**src/rtl/gp_counter_reg.sv**
```systemverilog
// General-purpose counter/shift register with overflow, wrap and compare flags.
// Latency: every operation takes effect on the falling CLK edge, and REG_OUT and the flags show the result right after it.
// Backpressure: none. A control can act on every falling edge, and no control is ever stalled.
//
// Ports:
//   CLK      clock; all state changes on the falling edge
//   reset    asynchronous active-high reset; loads RESET_VAL and clears all flags
//   CLR      clears the register and all flags
//   LD       loads REG_INP into the register
//   INC      increments the register by one
//   DEC      decrements the register by one
//   SHL      shifts left; SI enters at the bottom bit
//   SHR      shifts right; SI enters at the top bit
//   SI       serial shift-in bit
//   REG_INP  parallel load data
//   CMP_VAL  compare value for MATCH
//   REG_OUT  register contents
//   ZERO     combinational; high while REG_OUT is zero
//   OVF      sticky over/underflow flag; only CLR and reset clear it
//   WRAP     one-cycle pulse after a wrap-around edge
//   MATCH    high after an INC/DEC edge whose result equals CMP_VAL
// Operation priority: CLR > LD > INC/DEC > SHL/SHR > hold.
module gp_counter_reg #(
    parameter int unsigned      WIDTH     = 16,
    parameter bit               SATURATE  = 1'b0,
    parameter logic [WIDTH-1:0] RESET_VAL = '0
) (
    input  logic             CLK,
    input  logic             reset,
    input  logic             CLR,
    input  logic             LD,
    input  logic             INC,
    input  logic             DEC,
    input  logic             SHL,
    input  logic             SHR,
    input  logic             SI,
    input  logic [WIDTH-1:0] REG_INP,
    input  logic [WIDTH-1:0] CMP_VAL,
    output logic [WIDTH-1:0] REG_OUT,
    output logic             ZERO,
    output logic             OVF,
    output logic             WRAP,
    output logic             MATCH
);

    localparam logic [WIDTH-1:0] ALL_ONES = '1;
    localparam logic [WIDTH-1:0] ONE      = {{(WIDTH-1){1'b0}}, 1'b1};

    logic [WIDTH-1:0] count_q;
    logic [WIDTH-1:0] count_next;
    logic             count_op;
    logic             at_limit;
    logic             wraps;
    logic             ovf_q;
    logic             wrap_q;
    logic             match_q;

    // Next count for a single INC or DEC. At_limit means the step would
    // cross the all-ones or zero boundary in the requested direction.
    always_comb begin
        count_op   = INC ^ DEC;
        at_limit   = INC ? (count_q == ALL_ONES) : (count_q == '0);
        wraps      = count_op && at_limit && !SATURATE;
        count_next = count_q;
        if (!at_limit) begin
            count_next = INC ? (count_q + ONE) : (count_q - ONE);
        end else if (!SATURATE) begin
            count_next = INC ? '0 : ALL_ONES;
        end
    end

    always_ff @(negedge CLK or posedge reset) begin
        if (reset) begin
            count_q <= RESET_VAL;
            ovf_q   <= 1'b0;
            wrap_q  <= 1'b0;
            match_q <= 1'b0;
        end else if (CLR) begin
            count_q <= '0;
            ovf_q   <= 1'b0;
            wrap_q  <= 1'b0;
            match_q <= 1'b0;
        end else if (LD) begin
            count_q <= REG_INP;
            wrap_q  <= 1'b0;
            match_q <= 1'b0;
        end else if (count_op) begin
            count_q <= count_next;
            wrap_q  <= wraps;
            match_q <= (count_next == CMP_VAL);
            // Saturating at the boundary also counts as over/underflow.
            if (at_limit) begin
                ovf_q <= 1'b1;
            end
        end else if (INC && DEC) begin
            // Opposing count requests cancel. The register, OVF and MATCH
            // hold, and the shift controls are ignored. WRAP still drops so
            // that it stays a single-cycle pulse.
            wrap_q <= 1'b0;
        end else begin
            wrap_q  <= 1'b0;
            match_q <= 1'b0;
            if (SHL && !SHR) begin
                count_q <= {count_q[WIDTH-2:0], SI};
            end else if (SHR && !SHL) begin
                count_q <= {SI, count_q[WIDTH-1:1]};
            end
        end
    end

    assign REG_OUT = count_q;
    assign ZERO    = (count_q == '0);
    assign OVF     = ovf_q;
    assign WRAP    = wrap_q;
    assign MATCH   = match_q;

endmodule
```
**config.mk**
```make
export PLATFORM = sky130hd
export DESIGN_NAME = gp_counter_reg
export DESIGN_NICKNAME = d
export VERILOG_FILES = /design/src/rtl/gp_counter_reg.sv
export SDC_FILE = /design/constraint.sdc
export NUM_CORES = 1
export LEC_CHECK = 0
export BUFFER_PORTS_ARGS = -buffer_cell sky130_fd_sc_hd__buf_4
export CAP_MARGIN = 40
export CORE_MARGIN = 2
export CORE_UTILIZATION = 25
export CTS_BUF_LIST = sky130_fd_sc_hd__clkbuf_4
export CTS_CLUSTER_DIAMETER = 200
export DETAILED_ROUTE_END_ITERATION = 12
export HOLD_SLACK_MARGIN = 0.15
export SYNTH_ARGS = -nofsm -noshare
export SYNTH_HDL_FRONTEND = slang
export SYNTH_SLANG_ARGS = --single-unit
export TNS_END_PERCENT = 30
```
**constraint.sdc**
```tcl
create_clock -name CLK -period 2.7 [get_ports CLK]
set_clock_uncertainty 0.05 [all_clocks]
set_input_delay 0.54 -clock CLK [delete_from_list [all_inputs] [get_ports CLK]]
set_output_delay 0.54 -clock CLK [all_outputs]
set_load 0.05 [all_outputs]
```
==> results.sh, run 1 <==
export IMPL_num_antenna_cells=0
export IMPL_worst_skew_pair_late_latency_ns=0.30
export IMPL_post_synth_inst_count=314
export IMPL_slew_worst_pin_ns=0.6540
export IMPL_number_of_placement_rows=36
export IMPL_number_of_hold_violations_in_the_final_report=0
export IMPL_syn_nets=371
export IMPL_totalNegativeSetupSlack_ns=-23.56
export IMPL_placedCellCount=591
export IMPL_wire_length_of_the_first_global_routing_pass_mm=17.33
export IMPL_detail_route_iter0_violations=213
export IMPL_synth_top_area_cell="dfrtn_1"
export IMPL_finish_utilization_pct=47.45
export IMPL_yosysSeqAreaShare_pct=18.70
export IMPL_avgSynthCellArea_um2=8.097
export IMPL_route_vias_total=3262
export IMPL_tritoncts="yes"
export IMPL_critPathCaptureType="flop"
export IMPL_initial_core_util_pct=25.89
export IMPL_worst_setup_path_startpoint="INC"
export IMPL_numCtsBuffers=3
export IMPL_synth_distinct_cells=65
export IMPL_holdCritPathClass="reg -> reg"
export IMPL_dp_hpwl_mm=8.401
export IMPL_drt_wl_total_mm=10.98
export IMPL_number_of_clock_sinks=19
export IMPL_floorplan_die_area_um2=10990
export IMPL_worstHoldStart="OVF$_DFFE_NP0P_"
export IMPL_synth_seq_cells=19
export IMPL_globalplace_congestion=0.9941
export IMPL_synth_area_leaders="dfrtn_1 19%, mux2_2 8.4%, ha_1 7.4%, a21oi_1 5.5%, nor2_1 5.2%"
export IMPL_run_status="complete, but fails checks"
export IMPL_firstDrtPassIters=5
export IMPL_synth_edf_count=0
export IMPL_cts_root_buf="clkbuf_4"
export IMPL_max_slew_margin_rel_pct=56.31
export IMPL_via_density=5.374
export IMPL_worst_setup_path_start_kind="input port"
export IMPL_floorplan_die_height_um=104.8
export IMPL_area_growth_synth_to_final_pct=83.27
export IMPL_die_w_um=104.8
export IMPL_yosysWarningCount=0
export IMPL_critPathMaxFanout=7
export IMPL_static_leakage_power_nw=2.044
export IMPL_top_level_ports=61
export IMPL_power_density_nw_per_um2=512.4
export IMPL_critical_path_top_delay_family="compound AO/OA/AOI/OAI gates"
export IMPL_grt_total_usage_pct=19.76
export IMPL_final_cell_count_no_fill=607
export IMPL_grt_antenna_before_repair=0
export IMPL_worst_ep_required_time_ns=1.64
export IMPL_grt_start_max_net_pins=30
export IMPL_setup_violations=39
export IMPL_final_net_count=532
export IMPL_synth_top_flop_cell="dfrtn_1"
export IMPL_power_ir_vdd_worst_mv=0.2377
export IMPL_core_area_um2=9819
export IMPL_grt_pass1_vias=3302
export IMPL_avgRoutedWirePerCell_um=18.09
export IMPL_max_cap_violations=0
export IMPL_ctsLongestPathBuffers=2
export IMPL_crit_buf_inv=4
export IMPL_commonest_non_fill_non_tap_cell_in_the_layout="buf_4"
export IMPL_timing_max_transition_violations_final=0
export IMPL_yosys_area_top_type_share_pct=18.70
export IMPL_cts_htree_levels=1
export IMPL_timing_critical_path_slowest_stage_cell="or4_1"
export IMPL_violated_checks="setup timing"
export IMPL_synth_cell_area_um2=2542
export IMPL_crit_reg2reg_launch="REG_OUT[0]$_DFFE_NP0P_"
export IMPL_grt_setup_unrepaired="yes"
export IMPL_ant_nets=0
export IMPL_worstPathCellList="buf_12 -> clkinv_8 -> buf_12 -> ha_4 -> buf_4 -> nand4_1 -> a21o_1 -> a211oi_2 -> a21boi_1 -> nor3_2 -> xnor2_1 -> or4_1 -> o21ai_1"
export IMPL_crit_path_frequent_cell="buf_12"
export IMPL_globalRoute_totalOverflow=0
export IMPL_cpPeakStageDelay_ns=0.54
export IMPL_worst_slack_setup_final_ns=-1.493
export IMPL_timing_setup_critical_path_class="in -> reg"
export IMPL_detail_route_drc_violations=0
export IMPL_clk_pin_slew_worst_paths_ns=0.08
export IMPL_async_flop_share_pct=100.0
export IMPL_critical_path_data_arrival_time_ns=3.13
export IMPL_most_common_layout_cells="127 x buf_4, 33 x nor2_1, 25 x buf_6"
export IMPL_fraction_of_final_layout_cells_with_drive_strength_greater_than_1_pct=55.91
export IMPL_holdBufCountCts=0
export IMPL_placement_io_buffers=60
[report_power, final]
| part | switching, mW | internal, mW | total, mW |
|---|---|---|---|
| logic | 0.930 | 0.930 | 1.86 |
| registers | 0.0402 | 0.326 | 0.366 |
| clock network | 0.0942 | 0.0676 | 0.162 |
| total | 1.06 | 1.32 | 2.39 |
[cell families after synthesis]
| kind of cell | share of synthesized area (%) |
|---|---|
| AO/OA/AOI/OAI | 31.94 |
| AND/OR/NAND/NOR | 21.70 |
| buffers and inverters | 5.315 |
| multiplexers | 10.38 |
| flip-flops | 18.70 |
| adder cells (fa/ha/maj) | 8.169 |
| XOR/XNOR | 3.789 |
[synthesized netlist by cell type (4+ instances only)]
| library cell | instances |
|---|---|
| nand4_1 | 7 |
| o21ai_1 | 4 |
| a211oi_1 | 6 |
| inv_1 | 7 |
| buf_6 | 4 |
| a31oi_1 | 5 |
| dfrtn_1 | 19 |
| ha_1 | 15 |
| xnor2_1 | 7 |
| nor2_1 | 35 |
| a21oi_1 | 28 |
| nor3_1 | 8 |
| mux2i_1 | 5 |
| nand3_1 | 11 |
| o21a_1 | 4 |
| and3_1 | 4 |
| o211ai_1 | 4 |
| clkbuf_1 | 12 |
| o21ai_0 | 12 |
| a222oi_1 | 10 |
| nand2_1 | 20 |
| a21o_1 | 6 |
| a22oi_1 | 4 |
| xor2_1 | 4 |
| nand2b_1 | 4 |
| mux2_2 | 19 |
[cell type report]
type	count	area, µm²
multi-input combinational	268	2330
inverter	9	61.31
timing repair inverter	1	16.27
timing repair buffer	173	1580
fill	961	5160
sequential	19	475.5
clock buffer	4	30.03
tap	133	166.4
[per-layer routing]
layer	GRT usage, %	vias up	wire length, µm
met5	0	-	0
met4	7.524	0	460
met3	2.870	36	663
li1	-	1550	-
met2	33.86	131	5360
met1	24.96	1545	4496
[timing repair]
action | 4_1_cts | 5_1_grt
cloned | 1 | 0
hold endpoints to repair | 0 | 0
setup buffers | 10 | 6
setup endpoints to repair | 39 | 39
pin swaps | 35 | 27
resized for setup | 110 | 17
[state kept, by name, indices dropped and copies added, names as in the netlist]
| signal | flops |
|---|---|
| OVF | 1 |
| MATCH | 1 |
| WRAP | 1 |
| REG_OUT | 16 |
[stage by stage]
| step | setup slack, ns | total power, mW | instance area [µm²] | hold WS (ns) |
|---|---|---|---|---|
| finish | -1.493 | 2.388 | 4659 | 0.4042 |
| global route | -1.621 | 2.525 | 4659 | 0.4411 |
| CTS | -1.484 | 2.303 | 4551 | 0.4076 |
| detailed placement | -2.062 | 1.875 | 3975 | 0.3852 |
| global placement | -1.988 | 1.853 | 3968 | 0.3852 |
| floorplan | -1.621 | 1.224 | 2668 | 0.7250 |
[final timing paths]
check / to / cells past startpoint / slack, ns
worst max-delay path: MATCH$_DFFE_NP0P_ / 13 / -1.49
worst min-delay path: OVF$_DFFE_NP0P_ / 1 / 0.40
worst max register to register: MATCH$_DFFE_NP0P_ / 12 / -0.32
worst min register to register: OVF$_DFFE_NP0P_ / 1 / 0.40
max in group asynchronous: REG_OUT[6]$_DFFE_NP0P_ / 3 / 0.91
min in group asynchronous: WRAP$_DFF_NP0_ / 3 / 1.44
No activity file was read; power rests on OpenSTA's default activity.
==> run 2: changes to the inputs <==
--- a/config.mk
+++ b/config.mk
@@ -8,7 +8,7 @@
 export BUFFER_PORTS_ARGS = -buffer_cell sky130_fd_sc_hd__buf_4
 export CAP_MARGIN = 40
 export CORE_MARGIN = 2
-export CORE_UTILIZATION = 25
+export CORE_UTILIZATION = 35
 export CTS_BUF_LIST = sky130_fd_sc_hd__clkbuf_4
 export CTS_CLUSTER_DIAMETER = 200
 export DETAILED_ROUTE_END_ITERATION = 12
==> constraint.sdc (replaced) <==
create_clock -name CLK -period 5.35 [get_ports CLK]
set_clock_uncertainty 0.05 [all_clocks]
set_input_delay 1.07 -clock CLK [delete_from_list [all_inputs] [get_ports CLK]]
set_output_delay 1.07 -clock CLK [all_outputs]
set_load 0.05 [all_outputs]
==> run 2 against run 1 <==
The flow still finishes with violations (setup timing). Register-to-register slack better by 2.7 ns. Flip-flop and latch count unchanged. Non-clock buffer count decreased by 6. Sequential share of layout area rose by 1.0 points. Clock power is 49% lower.
==> results.sh, run 2 (same netlist as run 1, synthesis figures left out) <==
export IMPL_drt_wl_total_mm=10.12
export IMPL_cts_root_buf="clkbuf_4"
export IMPL_power_ir_vdd_worst_mv=0.09881
export IMPL_grt_setup_unrepaired="yes"
export IMPL_most_common_layout_cells="164 x buf_4, 34 x nor2_1, 23 x a21oi_1"
export IMPL_met3_length_um=433
export IMPL_placedCellCount=556
export IMPL_max_slew_margin_rel_pct=49.37
export IMPL_preCtsSetupSlack_ns=-1.097
export IMPL_grt_total_usage_pct=24.99
export IMPL_grt_antenna_before_repair=0
export IMPL_globalRoute_totalOverflow=0
export IMPL_min_to="OVF$_DFFE_NP0P_"
export IMPL_commonest_non_fill_non_tap_cell_in_the_layout="buf_4"
export IMPL_worst_ep_required_time_ns=2.96
export IMPL_slew_worst_pin_ns=0.7586
export IMPL_worst_slack_setup_final_ns=-0.5809
export IMPL_placement_io_buffers=60
export IMPL_timing_max_transition_violations_final=0
export IMPL_violated_checks="setup timing"
export IMPL_dp_hpwl_mm=7.741
export IMPL_holdBufCountCts=0
export IMPL_worstPathCellList="buf_12 -> clkinv_16 -> fa_2 -> buf_4 -> xnor2_2 -> o21ai_1 -> buf_4 -> o2bb2ai_1 -> a311o_1 -> o2111ai_1 -> nand4b_1 -> or4_1 -> o21ai_1"
export IMPL_rrSetupSlack_ns=2.40
export IMPL_detail_route_iter0_violations=229
export IMPL_top_level_ports=61
export IMPL_firstDrtPassIters=5
export IMPL_route_vias_total=3187
export IMPL_wire_length_of_the_first_global_routing_pass_mm=15.23
export IMPL_setup_violations=14
export IMPL_crit_reg2reg_launch="REG_OUT[6]$_DFFE_NP0P_"
export IMPL_initial_core_util_pct=35.62
export IMPL_ant_nets=0
export IMPL_timing_setup_critical_path_class="in -> reg"
export IMPL_max_ffs_per_register=16
export IMPL_routed_length_on_met1_mm=4.426
export IMPL_number_of_hold_violations_in_the_final_report=0
export IMPL_run_status="complete, but fails checks"
export IMPL_max_cap_violations=0
export IMPL_totalNegativeSetupSlack_ns=-3.877
export IMPL_avgRoutedWirePerCell_um=17.85
export IMPL_number_of_placement_rows=31
export IMPL_area_growth_synth_to_final_pct=66.29
export IMPL_grt_start_max_net_pins=22
export IMPL_power_density_nw_per_um2=263.9
export IMPL_fraction_of_final_layout_cells_with_drive_strength_greater_than_1_pct=52.56
export IMPL_core_area_um2=7137
export IMPL_holdCritPathClass="reg -> reg"
export IMPL_number_of_clock_sinks=19
export IMPL_ctsLongestPathBuffers=2
export IMPL_top_layer_used="met4"
export IMPL_worst_setup_path_start_kind="input port"
export IMPL_critPathCaptureType="flop"
export IMPL_cpPeakStageDelay_ns=0.48
export IMPL_floorplan_die_height_um=89.23
export IMPL_timing_critical_path_slowest_stage_cell="or4_1"
export IMPL_detail_route_drc_violations=0
export IMPL_num_antenna_cells=0
export IMPL_r2r_end="MATCH$_DFFE_NP0P_"
export IMPL_final_net_count=526
export IMPL_via_density=5.621
export IMPL_grt_pass1_vias=2994
export IMPL_finish_utilization_pct=59.24
export IMPL_worst_skew_pair_late_latency_ns=0.30
export IMPL_floorplan_die_area_um2=7962
export IMPL_static_leakage_power_nw=1.932
export IMPL_tritoncts="yes"
export IMPL_cts_htree_levels=1
export IMPL_critical_path_data_arrival_time_ns=3.54
export IMPL_numCtsBuffers=3
export IMPL_globalplace_congestion=0.9430
export IMPL_clk_pin_slew_worst_paths_ns=0.08
export IMPL_reg2regPathDepth=11
export IMPL_hold_depth=1
export IMPL_met2WireLength_mm=5.100
export IMPL_worstHoldStart="OVF$_DFFE_NP0P_"
export IMPL_final_cell_count_no_fill=567
export IMPL_critPathMaxFanout=5
export IMPL_die_w_um=89.23
## run 2: changes by cell type in the layout (fill, tap and decap cells not counted), sizes merged
cell,previous run,this run
buf,173,167
## run 2: worst max path at each step
stage	from	to	slack [ns]
floorplan	INC	MATCH$_DFFE_NP0P_	-0.83
global placement	INC	MATCH$_DFFE_NP0P_	-1.13
detailed placement	INC	MATCH$_DFFE_NP0P_	-1.10
CTS	INC	MATCH$_DFFE_NP0P_	-0.62
global route	INC	MATCH$_DFFE_NP0P_	-0.66
finish	INC	MATCH$_DFFE_NP0P_	-0.58
## run 2: final cells by class
class / count / area (µm²)
Multi-Input combinational cell: 268 / 2230
Clock buffer: 4 / 30.03
Fill cell: 680 / 2909
Timing Repair Buffer: 167 / 1291
Timing Repair inverter: 1 / 16.27
Tap cell: 99 / 123.9
Sequential cell: 19 / 475.5
Inverter: 9 / 61.31
## run 2: report_power, final
group	internal [mW]	leakage, nW	switching, mW
logic	0.418	1.67	0.432
registers	0.164	0.247	0.0190
clock network	0.0342	0.0184	0.0489
## run 2: metrics by stage
| step | hold slack [ns] | power, mW | cell area (µm²) |
|---|---|---|---|
| global route | 0.4024 | 1.183 | 4228 |
| global placement | 0.3840 | 0.9288 | 3892 |
| detailed placement | 0.3851 | 0.9380 | 3900 |
| floorplan | 0.7250 | 0.6175 | 2668 |
| finish | 0.3831 | 1.116 | 4228 |
| CTS | 0.3864 | 1.068 | 4103 |
## run 2: routing by layer
| layer | vias to the layer above | GRT usage (%) |
|---|---|---|
| li1 | 1537 | - |
| met1 | 1521 | 34.10 |
| met2 | 117 | 43.23 |
| met3 | 12 | 2.678 |
| met4 | 0 | 4.206 |
| met5 | - | 0 |
## run 2: critical path, delay by kind of cell
kind / cells / cell delay [ns]
xor gates and xnor gates: 1 / 0.22
buffers and inverters: 4 / 0.50
AOI/OAI and AO/OA: 5 / 0.69
adders and majority gates: 1 / 0.37
and+or+nand+nor: 2 / 0.68
## run 2: what timing repair did
action | in CTS | in global routing
gates cloned | 1 | 0
gates resized for setup | 25 | 25
endpoints found under the setup margin | 16 | 16
pin swaps | 19 | 29
endpoints found under the hold margin | 0 | 0
buffers inserted | 4 | 2
